### config.mk
export PLATFORM = sky130hd
export DESIGN_NAME = xorshift_gen_flat
export DESIGN_NICKNAME = d
export VERILOG_FILES = /design/src/rtl/xorshift_pkg.sv /design/src/rtl/xorshift_gen_if.sv /design/src/rtl/xorshift32_step.sv /design/src/rtl/xorshift_gen.sv /design/src/flat_wrapper.sv
export SDC_FILE = /design/constraint.sdc
export NUM_CORES = 1
export LEC_CHECK = 0
export BUFFER_PORTS_ARGS = -buffer_cell sky130_fd_sc_hd__buf_2
export CORE_ASPECT_RATIO = 1.25
export CORE_MARGIN = 2
export CORE_UTILIZATION = 41
export DETAILED_ROUTE_END_ITERATION = 12
export GPL_TIMING_DRIVEN = 0
export SYNTH_ARGS = -nofsm -noshare
export SYNTH_HDL_FRONTEND = slang
export SYNTH_HIERARCHICAL = 1
export SYNTH_SLANG_ARGS = --single-unit
### constraint.sdc
create_clock -name clk2 -period 3.2 [get_ports clk2]
set_clock_uncertainty 0.05 [all_clocks]
set_input_delay 0.16 -clock clk2 [delete_from_list [all_inputs] [get_ports clk2]]
set_output_delay 0.16 -clock clk2 [all_outputs]
set_load 0.005 [all_outputs]
### src/rtl/xorshift_pkg.sv
// Shared constants and types for the xorshift32 producer stage.
//   XS_SH_A/B/C    : xorshift32 shift triple (13/17/5)
//   XS_NUM_OUT_DEF : default number of values generated per seed
//   xs_word_t      : 32-bit data word
//   xs_state_e     : generator FSM states
package xorshift_pkg;
  localparam int XS_SH_A        = 13;
  localparam int XS_SH_B        = 17;
  localparam int XS_SH_C        = 5;
  localparam int XS_NUM_OUT_DEF = 256;

  typedef logic [31:0] xs_word_t;

  typedef enum logic {
    IDLE = 1'b0,
    GEN  = 1'b1
  } xs_state_e;
endpackage

### src/rtl/xorshift_gen_if.sv
// Seed-in / FIFO-write bundle of the xorshift producer.
//   seed_valid, seed : seed pulse from the clk1->clk2 synchronizer
//   fifo_full        : downstream FIFO full flag (clk2 domain)
//   out_valid        : FIFO write enable
//   rand_num         : FIFO write data
//   busy, done       : run status
// Modports: master = generator side, slave = environment side.
interface xorshift_gen_if;
  import xorshift_pkg::*;

  logic     seed_valid;
  xs_word_t seed;
  logic     fifo_full;
  logic     out_valid;
  xs_word_t rand_num;
  logic     busy;
  logic     done;

  modport master (
    input  seed_valid, seed, fifo_full,
    output out_valid, rand_num, busy, done
  );

  modport slave (
    output seed_valid, seed, fifo_full,
    input  out_valid, rand_num, busy, done
  );
endinterface

### src/rtl/xorshift32_step.sv
// One xorshift32 step, purely combinational.
//   v : current state word
//   y : xs(v) = three xor-shift stages (<<13, >>17, <<5), logical, 32-bit
module xorshift32_step
  import xorshift_pkg::*;
(
  input  xs_word_t v,
  output xs_word_t y
);
  xs_word_t t1, t2;

  assign t1 = v  ^ (v  << XS_SH_A);
  assign t2 = t1 ^ (t1 >> XS_SH_B);
  assign y  = t2 ^ (t2 << XS_SH_C);
endmodule

### src/rtl/xorshift_gen.sv
// xorshift32 producer: takes a seed, emits NUM_OUT consecutive xorshift32
// values into the downstream FIFO, stalling while the FIFO is full.
//   clk2, rst_n : stage clock, async active-low reset
//   bus         : seed input, FIFO write port and busy/done status
//   stall_cnt   : saturating count of full-stalled GEN cycles, present only
//                 when XORSHIFT_STALL_CNT_EN is defined
module xorshift_gen
  import xorshift_pkg::*;
#(
  parameter int NUM_OUT = XS_NUM_OUT_DEF,
  parameter int WIDTH   = 32
) (
  input  logic         clk2,
  input  logic         rst_n,
  xorshift_gen_if.master bus
`ifdef XORSHIFT_STALL_CNT_EN
  ,
  output logic [15:0]  stall_cnt
`endif
);
  localparam int CW = $clog2(NUM_OUT + 1);

  xs_state_e        state;
  logic [WIDTH-1:0] x_r;
  logic [CW-1:0]    cnt;
  logic             done_r;
  xs_word_t         step_in, step_out;
  logic             wr;

  // One step instance serves both paths: in IDLE it scrambles the incoming
  // seed, in GEN it advances the running state.
  assign step_in = (state == IDLE) ? bus.seed : x_r;

  xorshift32_step u_step (
    .v (step_in),
    .y (step_out)
  );

  // Write enable is combinational on fifo_full so no write lands on a full FIFO.
  assign wr            = (state == GEN) && !bus.fifo_full;
  assign bus.out_valid = wr;
  assign bus.rand_num  = x_r;
  assign bus.busy      = (state == GEN);
  assign bus.done      = done_r;

  always_ff @(posedge clk2 or negedge rst_n) begin
    if (!rst_n) begin
      state  <= IDLE;
      x_r    <= '0;
      cnt    <= '0;
      done_r <= 1'b0;
    end else begin
      done_r <= 1'b0;
      case (state)
        IDLE: begin
          if (bus.seed_valid) begin
            x_r   <= step_out;
            cnt   <= '0;
            state <= GEN;
          end
        end
        GEN: begin
          // seed_valid is deliberately not looked at here: mid-run seeds drop.
          if (wr) begin
            x_r <= step_out;
            cnt <= cnt + CW'(1);
            if (cnt == CW'(NUM_OUT - 1)) begin
              state  <= IDLE;
              done_r <= 1'b1;
            end
          end
        end
        default: state <= IDLE;
      endcase
    end
  end

`ifdef XORSHIFT_STALL_CNT_EN
  always_ff @(posedge clk2 or negedge rst_n) begin
    if (!rst_n) begin
      stall_cnt <= '0;
    end else if (state == IDLE) begin
      if (bus.seed_valid) stall_cnt <= '0;
    end else if (bus.fifo_full && stall_cnt != 16'hFFFF) begin
      stall_cnt <= stall_cnt + 16'd1;
    end
  end
`endif
endmodule

### src/flat_wrapper.sv
// flat-port wrapper written by rule: the top's interface ports become plain ports
module xorshift_gen_flat import xorshift_pkg::*;
#(
  parameter int NUM_OUT = XS_NUM_OUT_DEF,
  parameter int WIDTH   = 32
)
  (clk2, rst_n, bus_seed_valid, bus_seed, bus_fifo_full, bus_out_valid, bus_rand_num, bus_busy, bus_done);
  xorshift_gen_if bus_i ();
  input  logic clk2;
  input  logic rst_n;
  input wire logic [$bits(bus_i.seed_valid)-1:0] bus_seed_valid;
  input wire logic [$bits(bus_i.seed)-1:0] bus_seed;
  input wire logic [$bits(bus_i.fifo_full)-1:0] bus_fifo_full;
  output wire logic [$bits(bus_i.out_valid)-1:0] bus_out_valid;
  output wire logic [$bits(bus_i.rand_num)-1:0] bus_rand_num;
  output wire logic [$bits(bus_i.busy)-1:0] bus_busy;
  output wire logic [$bits(bus_i.done)-1:0] bus_done;
  assign bus_i.seed_valid = bus_seed_valid;
  assign bus_i.seed = bus_seed;
  assign bus_i.fifo_full = bus_fifo_full;
  assign bus_out_valid = bus_i.out_valid;
  assign bus_rand_num = bus_i.rand_num;
  assign bus_busy = bus_i.busy;
  assign bus_done = bus_i.done;
  xorshift_gen #(.NUM_OUT(NUM_OUT), .WIDTH(WIDTH)) u_core (.clk2(clk2), .rst_n(rst_n), .bus(bus_i));
endmodule
# == Yosys cells after proc, flatten, opt, wreduce, memory -nomap -nowiden ==
# Cells that the tools add are included.
# word_totals
reg_bits,43
inputBits,36
output_inout_bits,35
elab_cells,29
# op_classes
n_bitwise,4
reduce_logical,3
n_mux,14
n_addsub,1
n_eq_ne,3
# ops
cell,n
32-bit two-way mux,3
32-bit one-hot mux with 2 select lines,1
32-bit XOR,2
32-bit by 15-bit XOR with 32-bit output,1
9-bit two-way mux,2
9-bit one-hot mux with 2 select lines,1
9-bit by 1-bit adder with 9-bit output (second input constant),1
9-bit by 8-bit equality test with 1-bit output (second input constant),1
1-bit two-way mux,6
2-bit != test (second input constant),2
1-bit one-hot mux with 2 select lines,1
2-bit AND reduction,1
1-bit logical AND,1
1-bit logical NOT,1
1-bit NOT,1

# == Logic depth before layout (Yosys ltp) ==
# logic_depth
depth_word,6
mapped_depth,6
mapped_depth_nobuf,6

# == Cells and area by module ==
# Netlist, hierarchy kept.
# modules_own_cells
module,area_per_inst_um2,cells_each,instances,seq_area_each_um2
xorshift_gen,2130.8,160,1,1076.0
xorshift32_step,769.5,58,1,0.0

# == Worst setup path before layout ==
# OpenSTA, ideal clock, no wires.
# synth_path
kind,reg-to-reg
from,"register u_core.state, in the netlist u_core/bus.busy"
to,"register u_core.x_r[11], in the netlist u_core/bus.rand_num[11]"
n_path_buf,2
required_time_ps,3025
synth_period_minus_slack_ps,2332
path_slack_ps,868
setup_time_ps,125
stages_incl_launch_ff,7
arrival_ps,2157
path_cell_list,dfrtp_1 > buf_4 > buf_2 > mux2_2 > xnor2_1 > xnor3_1 > mux2_2
# synth_between
elab_chain_len,6
elab_cells_between_ends,12
cone_classes,eq/ne (2); mux (4); bitwise (4); reduce/logical (2)
# synth_rtl
item,line_no,rtl
"start, declared",xorshift_gen.sv:23,xs_state_e state;
"start signal, assigned",xorshift_gen.sv:48,state <= IDLE;
"start signal, assigned",xorshift_gen.sv:59,state <= GEN;
"start signal, assigned",xorshift_gen.sv:68,state <= IDLE;
32-bit two-way mux (*),xorshift_gen.sv:32,assign step_in = (state == IDLE) ? bus.seed : x_r;
net u_core.step_in[10],xorshift_gen.sv:27,"xs_word_t step_in, step_out;"
32-bit XOR (*),xorshift32_step.sv:12,assign t1 = v ^ (v << XS_SH_A);
32-bit by 15-bit XOR with 32-bit output (*),xorshift32_step.sv:13,assign t2 = t1 ^ (t1 >> XS_SH_B);
32-bit XOR (*),xorshift32_step.sv:14,assign y = t2 ^ (t2 << XS_SH_C);
net u_core.step_out[11],xorshift_gen.sv:27,
32-bit two-way mux (on tied branches),"xorshift_gen.sv:64, xorshift_gen.sv:56",
32-bit one-hot mux with 2 select lines (*),xorshift_gen.sv:54,case (state)
"end signal, assigned",xorshift_gen.sv:57,x_r <= step_out;
"end signal, assigned",xorshift_gen.sv:65,x_r <= step_out;
"end, declared",xorshift_gen.sv:24,logic [WIDTH-1:0] x_r;
# The timed path passes the listed nets; every way through them passes the cells marked *. The select of a mux whose other input is x is not followed.
# A chain may end at the register's enable or synchronous reset.

# == Worst setup path in the final report ==
# layout_path
from,"register u_core.state, in the netlist u_core/bus.busy"
to,"register u_core.x_r[5], in the netlist u_core/bus.rand_num[5]"
# The elaborated chain is that of the path after synthesis.

==> results.sh <==
export IMPL_area_growth_pct=19.4
export IMPL_ctsResizeCount=0
export IMPL_route_detailed_drc=0
export IMPL_detail_route_wl_per_cell_um=16.8
export IMPL_switching_share_pct=32.4
export IMPL_drtAntennaViolNets=0
export IMPL_fin_cells=386
export IMPL_crit_buf_inv=2
export IMPL_grt_pass1_vias=1988
export IMPL_drtIter0Drc=75
export IMPL_finalSetupViolCount=0
export IMPL_clock_sinks=43
export IMPL_io_buffers=70
export IMPL_outcome="finished with violations"
export IMPL_design_area_um2=3460
export IMPL_ctsHoldBuffers=0
export IMPL_synth_area_top_cells="dfrtp_1 (37%), mux2_2 (25%), xnor2_1 (8.2%), xor3_1 (7.4%), xnor3_1 (6.2%)"
export IMPL_synth_nets=256
export IMPL_end_kind="flop"
export IMPL_startpoint="u_core/bus.busy$_DFF_PN0_"
export IMPL_num_vias=1920
export IMPL_crit_required_ns=3.34
export IMPL_path_clk_slew_ns=0.08
export IMPL_antennaDiodeCount=0
export IMPL_rsz0062_at_grt="no"
export IMPL_critPathArrivalTime_ns=2.80
export IMPL_max_cap_violations=0
export IMPL_yosys_warnings=6
export IMPL_p_leak_nw=1.62
export IMPL_synth_edf_count=0
export IMPL_grt_use_total_pct=17.6
export IMPL_drive_gt1_share_pct=52.4
export IMPL_grt_pass1_wl_mm=10.3
export IMPL_syn_inst=218
export IMPL_avgSynthCellArea_um2=13.3
export IMPL_grt_start_max_net_pins=44
export IMPL_clockBufferDepth=2
export IMPL_power_mw=4.50
export IMPL_synth_top_family_by_area="XOR/XNOR gates"
export IMPL_crit_chain="buf_4, buf_2, mux2_2, xnor2_1, xnor3_1, mux2_2"
export IMPL_p_switching_mw=1.46
export IMPL_placed_cells=378
export IMPL_start_util_pct=42.1
export IMPL_fmax_mhz=375
export IMPL_fin_crit_ns=2.67
export IMPL_ys_ff_latch=43
export IMPL_clkPwrFrac_pct=8.6
export IMPL_worst_slack_ns=0.533
export IMPL_netlist_area_leader_share_pct=37.1
export IMPL_final_util_pct=50.3
export IMPL_fin_setup_tns_ns=0
export IMPL_criticalPathCategory="flop to flop"
export IMPL_fp_coreArea_um2=6890
export IMPL_post_place_ws_ns=0.527
export IMPL_yosysMostFrequentCell="mux2_2"
export IMPL_ios=71
export IMPL_crit_top_cell="mux2_2"
export IMPL_cp_max_fo=10
export IMPL_placed_area_um2=3360
export IMPL_hold_viol=24
export IMPL_async_reset_ff_share_pct=100
export IMPL_dieArea_um2=7770
export IMPL_cp_start_kind="flop"
export IMPL_maxSlewViolCount=0
export IMPL_power_frac_seq_pct=22.3
export IMPL_timing_rr_start="u_core/bus.busy$_DFF_PN0_"
export IMPL_pwr_density_cell_nw_per_um2=1300
export IMPL_vias_per_cell=4.97
export IMPL_insertion_delay_ns=0.29
export IMPL_comb_power_share_pct=69.1
export IMPL_crit_family="XOR/XNOR gates"
export IMPL_synth_xor_area_share_pct=26.5
export IMPL_layout_nets=333
export IMPL_critPathSlowestCell="xnor2_1"
export IMPL_cts_buffers=5
export IMPL_yosys_area_top_type="dfrtp_1"
export IMPL_htree_levels=2
export IMPL_overflow=0
export IMPL_synth_distinct_cells=29
export IMPL_irDropWorstVdd_mv=0.558
export IMPL_netlist_top_cells_count="mux2_2 (64), dfrtp_1 (43), xnor2_1 (27)"
export IMPL_synth_fa_ha_area_share_pct=0.863
export IMPL_hold_path_class="primary input to asynchronous set/reset pin"
export IMPL_synth_compound_area_share_pct=2.37
export IMPL_cts_root_buf="clkbuf_8"
export IMPL_wl_mm=6.48
export IMPL_dieHeight_um=98.0
export IMPL_max_stage_delay_ns=0.51
export IMPL_ys_seq_area_share_pct=37.1
export IMPL_post_cts_repair_setup_buffers=0
export IMPL_gp_congestion=0.763
export IMPL_synth_flop_cell="dfrtp_1"
export IMPL_num_rows=34
export IMPL_hpwlAfterDp_mm=4.81
export IMPL_synth_simple_gate_area_share_pct=4.70
export IMPL_hold_slack_ns=-0.0120
export IMPL_cts_tree="done"
export IMPL_relSlewSlack_pct=31.8
export IMPL_die_w_um=79.2
export IMPL_violations="negative hold slack"
export IMPL_p_int_mw=3.04
export IMPL_syn_area_um2=2900
export IMPL_grt_antenna_before_repair=0
export IMPL_synth_mux_area_share_pct=25.9
export IMPL_tightestPinTransition_ns=1.02
export IMPL_drtPass1Iterations=4
export IMPL_finalCritPeriodShare_pct=83.4
[worst paths after layout]
check | slack [ns] | depth (start not counted) | to
max | 0.53 | 6 | u_core/bus.rand_num[5]$_DFFE_PN0P_
min | -0.01 | 1 | u_core/cnt[2]$_DFFE_PN0P_
max reg2reg | 0.53 | 6 | u_core/bus.rand_num[5]$_DFFE_PN0P_
min reg2reg | 0.48 | 1 | u_core/bus.rand_num[22]$_DFFE_PN0P_
max in group asynchronous | 2.48 | 1 | u_core/bus.rand_num[21]$_DFFE_PN0P_
min in group clk2 | 0.08 | 3 | u_core/bus.busy$_DFF_PN0_
[cell families (layout without fill, tap and decap cells)]
| kind of cell | Yosys count | in the layout |
|---|---|---|
| buf+inv | 12 | 90 |
| simple gates | 26 | 26 |
| xor+xnor | 58 | 58 |
| fa+ha+maj | 2 | 2 |
| flops | 43 | 43 |
| mux | 67 | 67 |
| compound gates | 10 | 10 |
[power groups by stage]
| stage | clock [mW] | combinational (mW) | sequential, mW |
|---|---|---|---|
| finish | 0.387 | 3.11 | 1.00 |
| global route | 0.417 | 3.39 | 1.05 |
| CTS | 0.399 | 3.16 | 1.01 |
| detailed placement | 0 | 3.15 | 1.02 |
| global placement | 0 | 3.10 | 1.02 |
| floorplan | 0 | 2.56 | 1.00 |
[metal layers]
metal  routed length (um)  share of wire [%]  vias to the layer above  track usage (%)
met5                    0                  0                        -                0
met4                  124                1.9                        0             6.10
met3                  279                4.3                        9             3.14
met2                 3390                 52                       49             30.4
met1                 2690                 41                      937             21.9
li1                     -                  -                      925                -
[layout make-up]
class                   count  area (um^2)
plain buffers              10         66.3
clock buffers               8          100
fillers                   689         3430
inverters                   2         7.51
multi-input cells         163         1750
flip-flops and latches     43         1080
well taps                  90          113
repair buffers             70          350
[worst reg2reg max path: stages, from the launching register on]
cell	delay, ns
dfrtp_1	0.34
buf_4	0.17
buf_2	0.32
mux2_2	0.41
xnor2_1	0.51
xnor3_1	0.50
mux2_2	0.26
[placed cells by master (no fill, tap or decap), types with 2 or more instances in the layout]
cell	count
a211oi_1	2
buf_2	75
buf_4	4
clkbuf_8	7
dfrtp_1	43
ha_1	2
inv_1	2
mux2_2	64
mux2i_1	3
nand2_1	7
nand2b_1	2
nand2b_2	2
nand3_1	7
nor2_1	3
o211ai_1	3
o31ai_1	2
xnor2_1	27
xnor3_1	8
xor2_1	13
xor3_1	9
[state kept, by name, indices dropped and copies added (netlist names)]
register	count
u_core/bus.busy	1
u_core/bus.rand_num	32
u_core/bus.done	1
u_core/cnt	9
Power figures use the tool's default switching activity.
